$ cat config.mk
export PLATFORM = sky130hd
export DESIGN_NAME = notif_tx_flat
export DESIGN_NICKNAME = d
export VERILOG_FILES = /design/src/rtl/notif_tx_pkg.sv /design/src/rtl/notif_tx_if.sv /design/src/rtl/notif_tx_pending_reg.sv /design/src/rtl/notif_tx.sv /design/src/flat_wrapper.sv
export SDC_FILE = /design/constraint.sdc
export NUM_CORES = 1
export LEC_CHECK = 0
export BUFFER_PORTS_ARGS = -buffer_cell sky130_fd_sc_hd__clkbuf_2
export CORE_MARGIN = 4
export CORE_UTILIZATION = 49
export DETAILED_ROUTE_END_ITERATION = 6
export PLACE_DENSITY = 0.7
export SLEW_MARGIN = 40
export SYNTH_ARGS = -nofsm -noshare
export SYNTH_HDL_FRONTEND = slang
export SYNTH_SLANG_ARGS = --single-unit
$ cat constraint.sdc
create_clock -name clk -period 4.5 [get_ports clk]
set_clock_uncertainty 0.05 [all_clocks]
set_input_delay 0.675 -clock clk [delete_from_list [all_inputs] [get_ports clk]]
set_output_delay 0.675 -clock clk [all_outputs]
set_load 0.05 [all_outputs]
$ cat src/rtl/notif_tx_pkg.sv
// rtl/notif_tx_pkg.sv - shared widths, frame type codes and FSM states for notif_tx.
// State CHK exists only when NOTIF_TX_CHECKSUM_EN is defined.
package notif_tx_pkg;

  localparam int DEF_UART_DATA_WIDTH         = 8;
  localparam int DEF_CONFIG_NOTIFICATION_WIDTH = 4;
  localparam int DEF_CONFIG_ERROR_WIDTH      = 4;
  localparam int DEF_VGA_NOTIFICATION_WIDTH  = 4;
  localparam int SEQ_W                       = 6;
  localparam int TYPE_W                      = 2;

  localparam logic [TYPE_W-1:0] TYPE_ERR = 2'b10;
  localparam logic [TYPE_W-1:0] TYPE_CFG = 2'b01;
  localparam logic [TYPE_W-1:0] TYPE_VGA = 2'b11;

`ifdef NOTIF_TX_CHECKSUM_EN
  typedef enum logic [1:0] {
    ST_IDLE = 2'd0,
    ST_HDR  = 2'd1,
    ST_PAY  = 2'd2,
    ST_CHK  = 2'd3
  } state_t;
`else
  typedef enum logic [1:0] {
    ST_IDLE = 2'd0,
    ST_HDR  = 2'd1,
    ST_PAY  = 2'd2
  } state_t;
`endif

  // Header byte: frame type in the top two bits, rolling sequence number below.
  function automatic logic [7:0] make_hdr(input logic [TYPE_W-1:0] typ,
                                          input logic [SEQ_W-1:0] seq);
    return {typ, seq};
  endfunction

endpackage

$ cat src/rtl/notif_tx_if.sv
// rtl/notif_tx_if.sv - TX FIFO push interface between notif_tx and the UART TX FIFO.
interface notif_tx_if #(
  parameter int UART_DATA_WIDTH = 8
) ();

  logic [UART_DATA_WIDTH-1:0] TXD_Data;
  logic                       Write;
  logic                       Full;

  modport master (
    output TXD_Data,
    output Write,
    input  Full
  );

  modport slave (
    input  TXD_Data,
    input  Write,
    output Full
  );

endinterface

$ cat src/rtl/notif_tx_pending_reg.sv
// rtl/notif_tx_pending_reg.sv - notif_pending_reg: 1-deep pending flag plus code, set wins over clear.
module notif_pending_reg #(
  parameter int CODE_WIDTH = 4
) (
  input  logic                  clk,
  input  logic                  rst_n,
  input  logic                  set_i,
  input  logic [CODE_WIDTH-1:0] code_i,
  input  logic                  clr_i,
  output logic                  pending_o,
  output logic [CODE_WIDTH-1:0] code_o,
  output logic                  overflow_o
);

  logic                  pending_q, pending_d;
  logic [CODE_WIDTH-1:0] code_q, code_d;

  always_comb begin
    pending_d = pending_q;
    code_d    = code_q;
    if (clr_i) begin
      pending_d = 1'b0;
    end
    if (set_i) begin
      pending_d = 1'b1;
      code_d    = code_i;
    end
  end

  always_ff @(posedge clk or negedge rst_n) begin
    if (!rst_n) begin
      pending_q <= 1'b0;
      code_q    <= '0;
    end else begin
      pending_q <= pending_d;
      code_q    <= code_d;
    end
  end

  assign pending_o  = pending_q;
  assign code_o     = code_q;
  // A strobe landing on the same edge as the clear refills the slot; nothing is lost.
  assign overflow_o = set_i & pending_q & ~clr_i;

endmodule

$ cat src/rtl/notif_tx.sv
// rtl/notif_tx.sv - frames error/config/VGA notification codes into bytes for the UART TX FIFO.
// Optional NOTIF_TX_CHECKSUM_EN appends a header-XOR-payload byte to each frame.
module notif_tx
  import notif_tx_pkg::*;
#(
  parameter int UART_DATA_WIDTH           = DEF_UART_DATA_WIDTH,
  parameter int CONFIG_NOTIFICATION_WIDTH = DEF_CONFIG_NOTIFICATION_WIDTH,
  parameter int CONFIG_ERROR_WIDTH        = DEF_CONFIG_ERROR_WIDTH,
  parameter int VGA_NOTIFICATION_WIDTH    = DEF_VGA_NOTIFICATION_WIDTH
) (
  input  logic                                 clk,
  input  logic                                 rst_n,
  input  logic [CONFIG_NOTIFICATION_WIDTH-1:0] Config_Notification,
  input  logic                                 Config_Notification_Valid,
  input  logic [CONFIG_ERROR_WIDTH-1:0]        Config_Error,
  input  logic                                 Error_Valid,
  input  logic [VGA_NOTIFICATION_WIDTH-1:0]    VGA_Notification,
  input  logic                                 VGA_Notification_Valid,
  notif_tx_if.master                           tx,
  output logic                                 Busy,
  output logic                                 Overflow
);

  logic                                 err_pend, cfg_pend, vga_pend;
  logic                                 err_clr, cfg_clr, vga_clr;
  logic                                 err_ovf, cfg_ovf, vga_ovf;
  logic [CONFIG_ERROR_WIDTH-1:0]        err_code;
  logic [CONFIG_NOTIFICATION_WIDTH-1:0] cfg_code;
  logic [VGA_NOTIFICATION_WIDTH-1:0]    vga_code;

  state_t                     state_q, state_d;
  logic                       write_q, write_d;
  logic [UART_DATA_WIDTH-1:0] txd_q, txd_d;
  logic [UART_DATA_WIDTH-1:0] code_q, code_d;
  logic [TYPE_W-1:0]          type_q, type_d;
  logic [SEQ_W-1:0]           seq_q, seq_d;
  logic                       ovf_q, ovf_d;
  logic [UART_DATA_WIDTH-1:0] hdr_byte;

  notif_pending_reg #(.CODE_WIDTH(CONFIG_ERROR_WIDTH)) u_err_pend (
    .clk        (clk),
    .rst_n      (rst_n),
    .set_i      (Error_Valid),
    .code_i     (Config_Error),
    .clr_i      (err_clr),
    .pending_o  (err_pend),
    .code_o     (err_code),
    .overflow_o (err_ovf)
  );

  notif_pending_reg #(.CODE_WIDTH(CONFIG_NOTIFICATION_WIDTH)) u_cfg_pend (
    .clk        (clk),
    .rst_n      (rst_n),
    .set_i      (Config_Notification_Valid),
    .code_i     (Config_Notification),
    .clr_i      (cfg_clr),
    .pending_o  (cfg_pend),
    .code_o     (cfg_code),
    .overflow_o (cfg_ovf)
  );

  notif_pending_reg #(.CODE_WIDTH(VGA_NOTIFICATION_WIDTH)) u_vga_pend (
    .clk        (clk),
    .rst_n      (rst_n),
    .set_i      (VGA_Notification_Valid),
    .code_i     (VGA_Notification),
    .clr_i      (vga_clr),
    .pending_o  (vga_pend),
    .code_o     (vga_code),
    .overflow_o (vga_ovf)
  );

  assign hdr_byte = UART_DATA_WIDTH'(make_hdr(type_q, seq_q));
  assign ovf_d    = ovf_q | err_ovf | cfg_ovf | vga_ovf;

  always_comb begin
    state_d = state_q;
    write_d = 1'b0;
    txd_d   = txd_q;
    code_d  = code_q;
    type_d  = type_q;
    seq_d   = seq_q;
    err_clr = 1'b0;
    cfg_clr = 1'b0;
    vga_clr = 1'b0;
    case (state_q)
      ST_IDLE: begin
        // Fixed priority: errors first, then config, then VGA.
        if (err_pend) begin
          type_d  = TYPE_ERR;
          code_d  = UART_DATA_WIDTH'(err_code);
          err_clr = 1'b1;
          state_d = ST_HDR;
        end else if (cfg_pend) begin
          type_d  = TYPE_CFG;
          code_d  = UART_DATA_WIDTH'(cfg_code);
          cfg_clr = 1'b1;
          state_d = ST_HDR;
        end else if (vga_pend) begin
          type_d  = TYPE_VGA;
          code_d  = UART_DATA_WIDTH'(vga_code);
          vga_clr = 1'b1;
          state_d = ST_HDR;
        end
      end
      ST_HDR: begin
        if (!tx.Full) begin
          write_d = 1'b1;
          txd_d   = hdr_byte;
          state_d = ST_PAY;
        end
      end
      ST_PAY: begin
        if (!tx.Full) begin
          write_d = 1'b1;
          txd_d   = code_q;
`ifdef NOTIF_TX_CHECKSUM_EN
          state_d = ST_CHK;
`else
          state_d = ST_IDLE;
          seq_d   = seq_q + 6'd1;
`endif
        end
      end
`ifdef NOTIF_TX_CHECKSUM_EN
      ST_CHK: begin
        if (!tx.Full) begin
          write_d = 1'b1;
          txd_d   = hdr_byte ^ code_q;
          state_d = ST_IDLE;
          seq_d   = seq_q + 6'd1;
        end
      end
`endif
      default: state_d = ST_IDLE;
    endcase
  end

  always_ff @(posedge clk or negedge rst_n) begin
    if (!rst_n) begin
      state_q <= ST_IDLE;
      write_q <= 1'b0;
      txd_q   <= '0;
      code_q  <= '0;
      type_q  <= '0;
      seq_q   <= '0;
      ovf_q   <= 1'b0;
    end else begin
      state_q <= state_d;
      write_q <= write_d;
      txd_q   <= txd_d;
      code_q  <= code_d;
      type_q  <= type_d;
      seq_q   <= seq_d;
      ovf_q   <= ovf_d;
    end
  end

  assign tx.TXD_Data = txd_q;
  assign tx.Write    = write_q;
  assign Busy        = (state_q != ST_IDLE) | err_pend | cfg_pend | vga_pend;
  assign Overflow    = ovf_q;

endmodule

$ cat src/flat_wrapper.sv
// flat-port wrapper written by rule: the top's interface ports become plain ports
module notif_tx_flat import notif_tx_pkg::*;
#(
  parameter int UART_DATA_WIDTH           = DEF_UART_DATA_WIDTH,
  parameter int CONFIG_NOTIFICATION_WIDTH = DEF_CONFIG_NOTIFICATION_WIDTH,
  parameter int CONFIG_ERROR_WIDTH        = DEF_CONFIG_ERROR_WIDTH,
  parameter int VGA_NOTIFICATION_WIDTH    = DEF_VGA_NOTIFICATION_WIDTH
)
  (clk, rst_n, Config_Notification, Config_Notification_Valid, Config_Error, Error_Valid, VGA_Notification, VGA_Notification_Valid, Busy, Overflow, tx_TXD_Data, tx_Write, tx_Full);
  notif_tx_if #(.UART_DATA_WIDTH(UART_DATA_WIDTH)) tx_i ();
  input  logic clk;
  input  logic rst_n;
  input  logic [CONFIG_NOTIFICATION_WIDTH-1:0] Config_Notification;
  input  logic Config_Notification_Valid;
  input  logic [CONFIG_ERROR_WIDTH-1:0] Config_Error;
  input  logic Error_Valid;
  input  logic [VGA_NOTIFICATION_WIDTH-1:0] VGA_Notification;
  input  logic VGA_Notification_Valid;
  output logic Busy;
  output logic Overflow;
  output wire logic [$bits(tx_i.TXD_Data)-1:0] tx_TXD_Data;
  output wire logic [$bits(tx_i.Write)-1:0] tx_Write;
  input wire logic [$bits(tx_i.Full)-1:0] tx_Full;
  assign tx_TXD_Data = tx_i.TXD_Data;
  assign tx_Write = tx_i.Write;
  assign tx_i.Full = tx_Full;
  notif_tx #(.UART_DATA_WIDTH(UART_DATA_WIDTH), .CONFIG_NOTIFICATION_WIDTH(CONFIG_NOTIFICATION_WIDTH), .CONFIG_ERROR_WIDTH(CONFIG_ERROR_WIDTH), .VGA_NOTIFICATION_WIDTH(VGA_NOTIFICATION_WIDTH)) u_core (.clk(clk), .rst_n(rst_n), .Config_Notification(Config_Notification), .Config_Notification_Valid(Config_Notification_Valid), .Config_Error(Config_Error), .Error_Valid(Error_Valid), .VGA_Notification(VGA_Notification), .VGA_Notification_Valid(VGA_Notification_Valid), .tx(tx_i), .Busy(Busy), .Overflow(Overflow));
endmodule
==> impl_metrics.py <==
metrics = {
    "outcome": {
        "outcome": "finished, final reports clean",
    },
    "layout": {
        "fillerInstances": 292,
        "drive_above_1_share_pct": 24.4,
        "stdcell_area_mm2": 0.00204,
        "area_delta_synth_final_pct": 13.2,
        "nets": 201,
        "final_core_util_pct": 59.4,
        "diodes": 0,
    },
    "setup_path": {
        "cp_slowest_cell": "or4b_4",
        "critPathMaxFanout": 4,
        "cpPeakStageDelay_ps": 490,
        "start_kind": "flip-flop",
        "cp.arrival_ps": 1780,
        "crit_type": "reg -> out",
        "required_ps": 3770,
        "cp-end-kind": "output port",
        "crit_chain": "inv_1 > ha_1 > or4b_4 > clkbuf_2",
    },
    "synth": {
        "yosysTopAreaCellShare_pct": 54.1,
        "synth_edf_count": 0,
        "yosysMostFrequentCell": "dfrtp_1",
        "ys_warn_count": 0,
        "synth.largest_area_cell": "dfrtp_1",
        "synthCells": 148,
        "ys_top_cells_by_area": "dfrtp_1, mux2_1, ha_1",
        "synthArstFlopShare_pct": 100,
        "synth_cell_types": 33,
        "yosysSeqAreaShare_pct": 54.1,
        "ys_ff_latch": 39,
        "syn_area_mm2": 0.00181,
        "synth_ff_type": "dfrtp_1",
        "synth_common_cells": "dfrtp_1, mux2_1, o21ai_1, nor2b_1, nand2_1",
        "synth_area_per_cell_um2": 12.2,
        "syn-num-nets": 172,
    },
    "cts": {
        "clk_pin_slew_ps": 70,
        "clock_path_buffers": 2,
        "cts_tree": "done",
        "root_buffer": "clkbuf_8",
        "cts_buffers": 5,
        "postCtsHoldBufs": 0,
        "insertion_delay_ps": 280,
        "post-cts-setup-buffer-count": 0,
        "cts_sinks": 39,
        "ctsResizeCount": 0,
        "h-tree-depth": 2,
    },
    "placement": {
        "port-buffer-count": 28,
        "placed_area_mm2": 0.00197,
        "hpwl_um": 2370,
        "gp_congestion": 0.765,
    },
    "sta": {
        "rsz0062_at_grt": "false",
        "setup_viol": 0,
        "clock.fmax_ghz": 0.400,
        "slew_headroom_pct": 53.1,
        "fin_hold_ws_ps": 343,
        "finalHoldViolCount": 0,
        "min_period_ps": 2500,
        "finalMaxSlewViolations": 0,
        "fin_crit_sh_pct": 55.6,
        "setup-tns-final_ps": 0,
        "max_slew.worst_pin.slew_ps": 703,
    },
    "routing": {
        "ant_nets": 0,
        "drc_errors": 0,
        "drt_iter0_markers": 94,
        "firstDrtPassIters": 5,
        "via_per_inst": 5.44,
        "wl_per_cell_um": 14.6,
        "dr_total_vias": 1208,
        "wl_um": 3230,
    },
    "global_routing": {
        "grt_overflow": 0,
        "grt_util_all_layers_pct": 16.4,
        "grt_pass1_wl_um": 5710,
        "antenna_found_initial": 0,
        "grt_max_degree": 40,
        "grt_pass1_vias": 1273,
    },
    "floorplanning": {
        "initial_core_util_pct": 52.5,
        "core_mm2": 0.00344,
        "die_w_um": 68.7,
        "die_h_um": 68.7,
        "dieArea_mm2": 0.00472,
        "io-pin-count": 29,
        "num_rows": 21,
    },
    "power": {
        "ir_worst_vdd_mv": 0.273,
        "powerDensity_mw_per_mm2": 618,
        "p_leak_nw": 0.929,
        "p_total_mw": 1.26,
    },
    "flow_run": {
        "drv_cap": 0,
    },
    "hold_path": {
        "hold_path.class": "in -> async",
    },
}
where the power goes:
| group | leakage (nW) | internal, mW | switching [mW] |
|---|---|---|---|
| Combinational | 0.427 | 0.192 | 0.304 |
| Clock | 0.0371 | 0.103 | 0.103 |
| Sequential | 0.464 | 0.455 | 0.105 |
| Total | 0.929 | 0.750 | 0.512 |
per-layer routing:
layer  global-route usage, %  share of wire, %  vias to the layer above
li1                        -                 -                      575
met1                    19.6                43                      594
met2                    28.4                50                       35
met3                    3.57               5.8                        4
met4                    6.57               1.1                        0
met5                       0                 0                        -
metrics by stage:
| step | cells | worst slack [ps] |
|---|---|---|
| 2_1_floorplan | 148 | 2560 |
| 3_3_place_gp | 216 | 2370 |
| 3_5_place_dp | 216 | 2300 |
| 4_1_cts | 222 | 1970 |
| 5_1_grt | 222 | 1900 |
| 6_report | 222 | 2000 |
sequential cells by signal (all words and copies together) (netlist names):
name                         flops
u_core.Overflow                  1
u_core.code_q                    4
u_core.seq_q                     6
u_core.state_q                   2
u_core.tx.TXD_Data               8
u_core.tx.Write                  1
u_core.type_q                    2
u_core.u_cfg_pend.code_o         4
u_core.u_cfg_pend.pending_o      1
u_core.u_err_pend.code_o         4
u_core.u_err_pend.pending_o      1
u_core.u_vga_pend.code_o         4
u_core.u_vga_pend.pending_o      1
area by class of cell:
class | count | area (µm²) | area share [%]
clock buffers | 6 | 72.6 | 3.55
inverters | 3 | 11.3 | 0.551
multi-input cells | 100 | 783 | 38.3
flip-flops and latches | 39 | 976 | 47.8
well taps | 46 | 57.6 | 2.82
repair buffers | 28 | 143 | 6.98
final timing paths:
check                                       startpoint                          end  depth (start not counted)  slack (ps)
min reg2reg                u_core.u_cfg_pend.code_o[3]  u_core.u_cfg_pend.code_o[3]                          1         430
max reg2reg                          u_core.state_q[0]              u_core.seq_q[1]                          4        2390
min                                              rst_n              u_core.seq_q[2]                          1         340
max in group asynchronous                        rst_n             u_core.code_q[3]                          1        3700
min in group clk           u_core.u_cfg_pend.code_o[3]  u_core.u_cfg_pend.code_o[3]                          1         430
max                                  u_core.state_q[1]                         Busy                          4        2000
worst max-delay path: cells and delay by family (launching register included):
family | cells | cell delay, ps
fa+ha+maj | 1 | 200
simple gates | 1 | 490
buf+inv | 2 | 400
flops | 1 | 410
kinds of logic (layout without fill, tap and decap cells):
group,count (synthesis),count (layout),synth area share [%]
adders and majority gates,6,6,4.16
DFF,39,39,54.1
and+or+nand+nor,32,32,10.2
AOI/OAI and AO/OA,34,34,12.1
xor gates and xnor gates,5,5,2.43
buffers and inverters,9,37,2.56
muxes,23,23,14.5
placed cells by master (no fill, tap or decap), types with 2 or more instances in the layout:
cell      count
xnor2_1       4
clkbuf_8      5
mux2_2        3
mux2i_1       4
ha_1          6
mux2_1       14
nor2_1        2
mux2_4        2
a22oi_1       4
clkbuf_2     27
a21oi_1       9
nor2b_1      11
nand4_1       2
a21o_1        2
dfrtp_1      39
inv_1         3
nand2_1      10
o21ai_1      13
No activity file was read; power rests on OpenSTA's default activity.
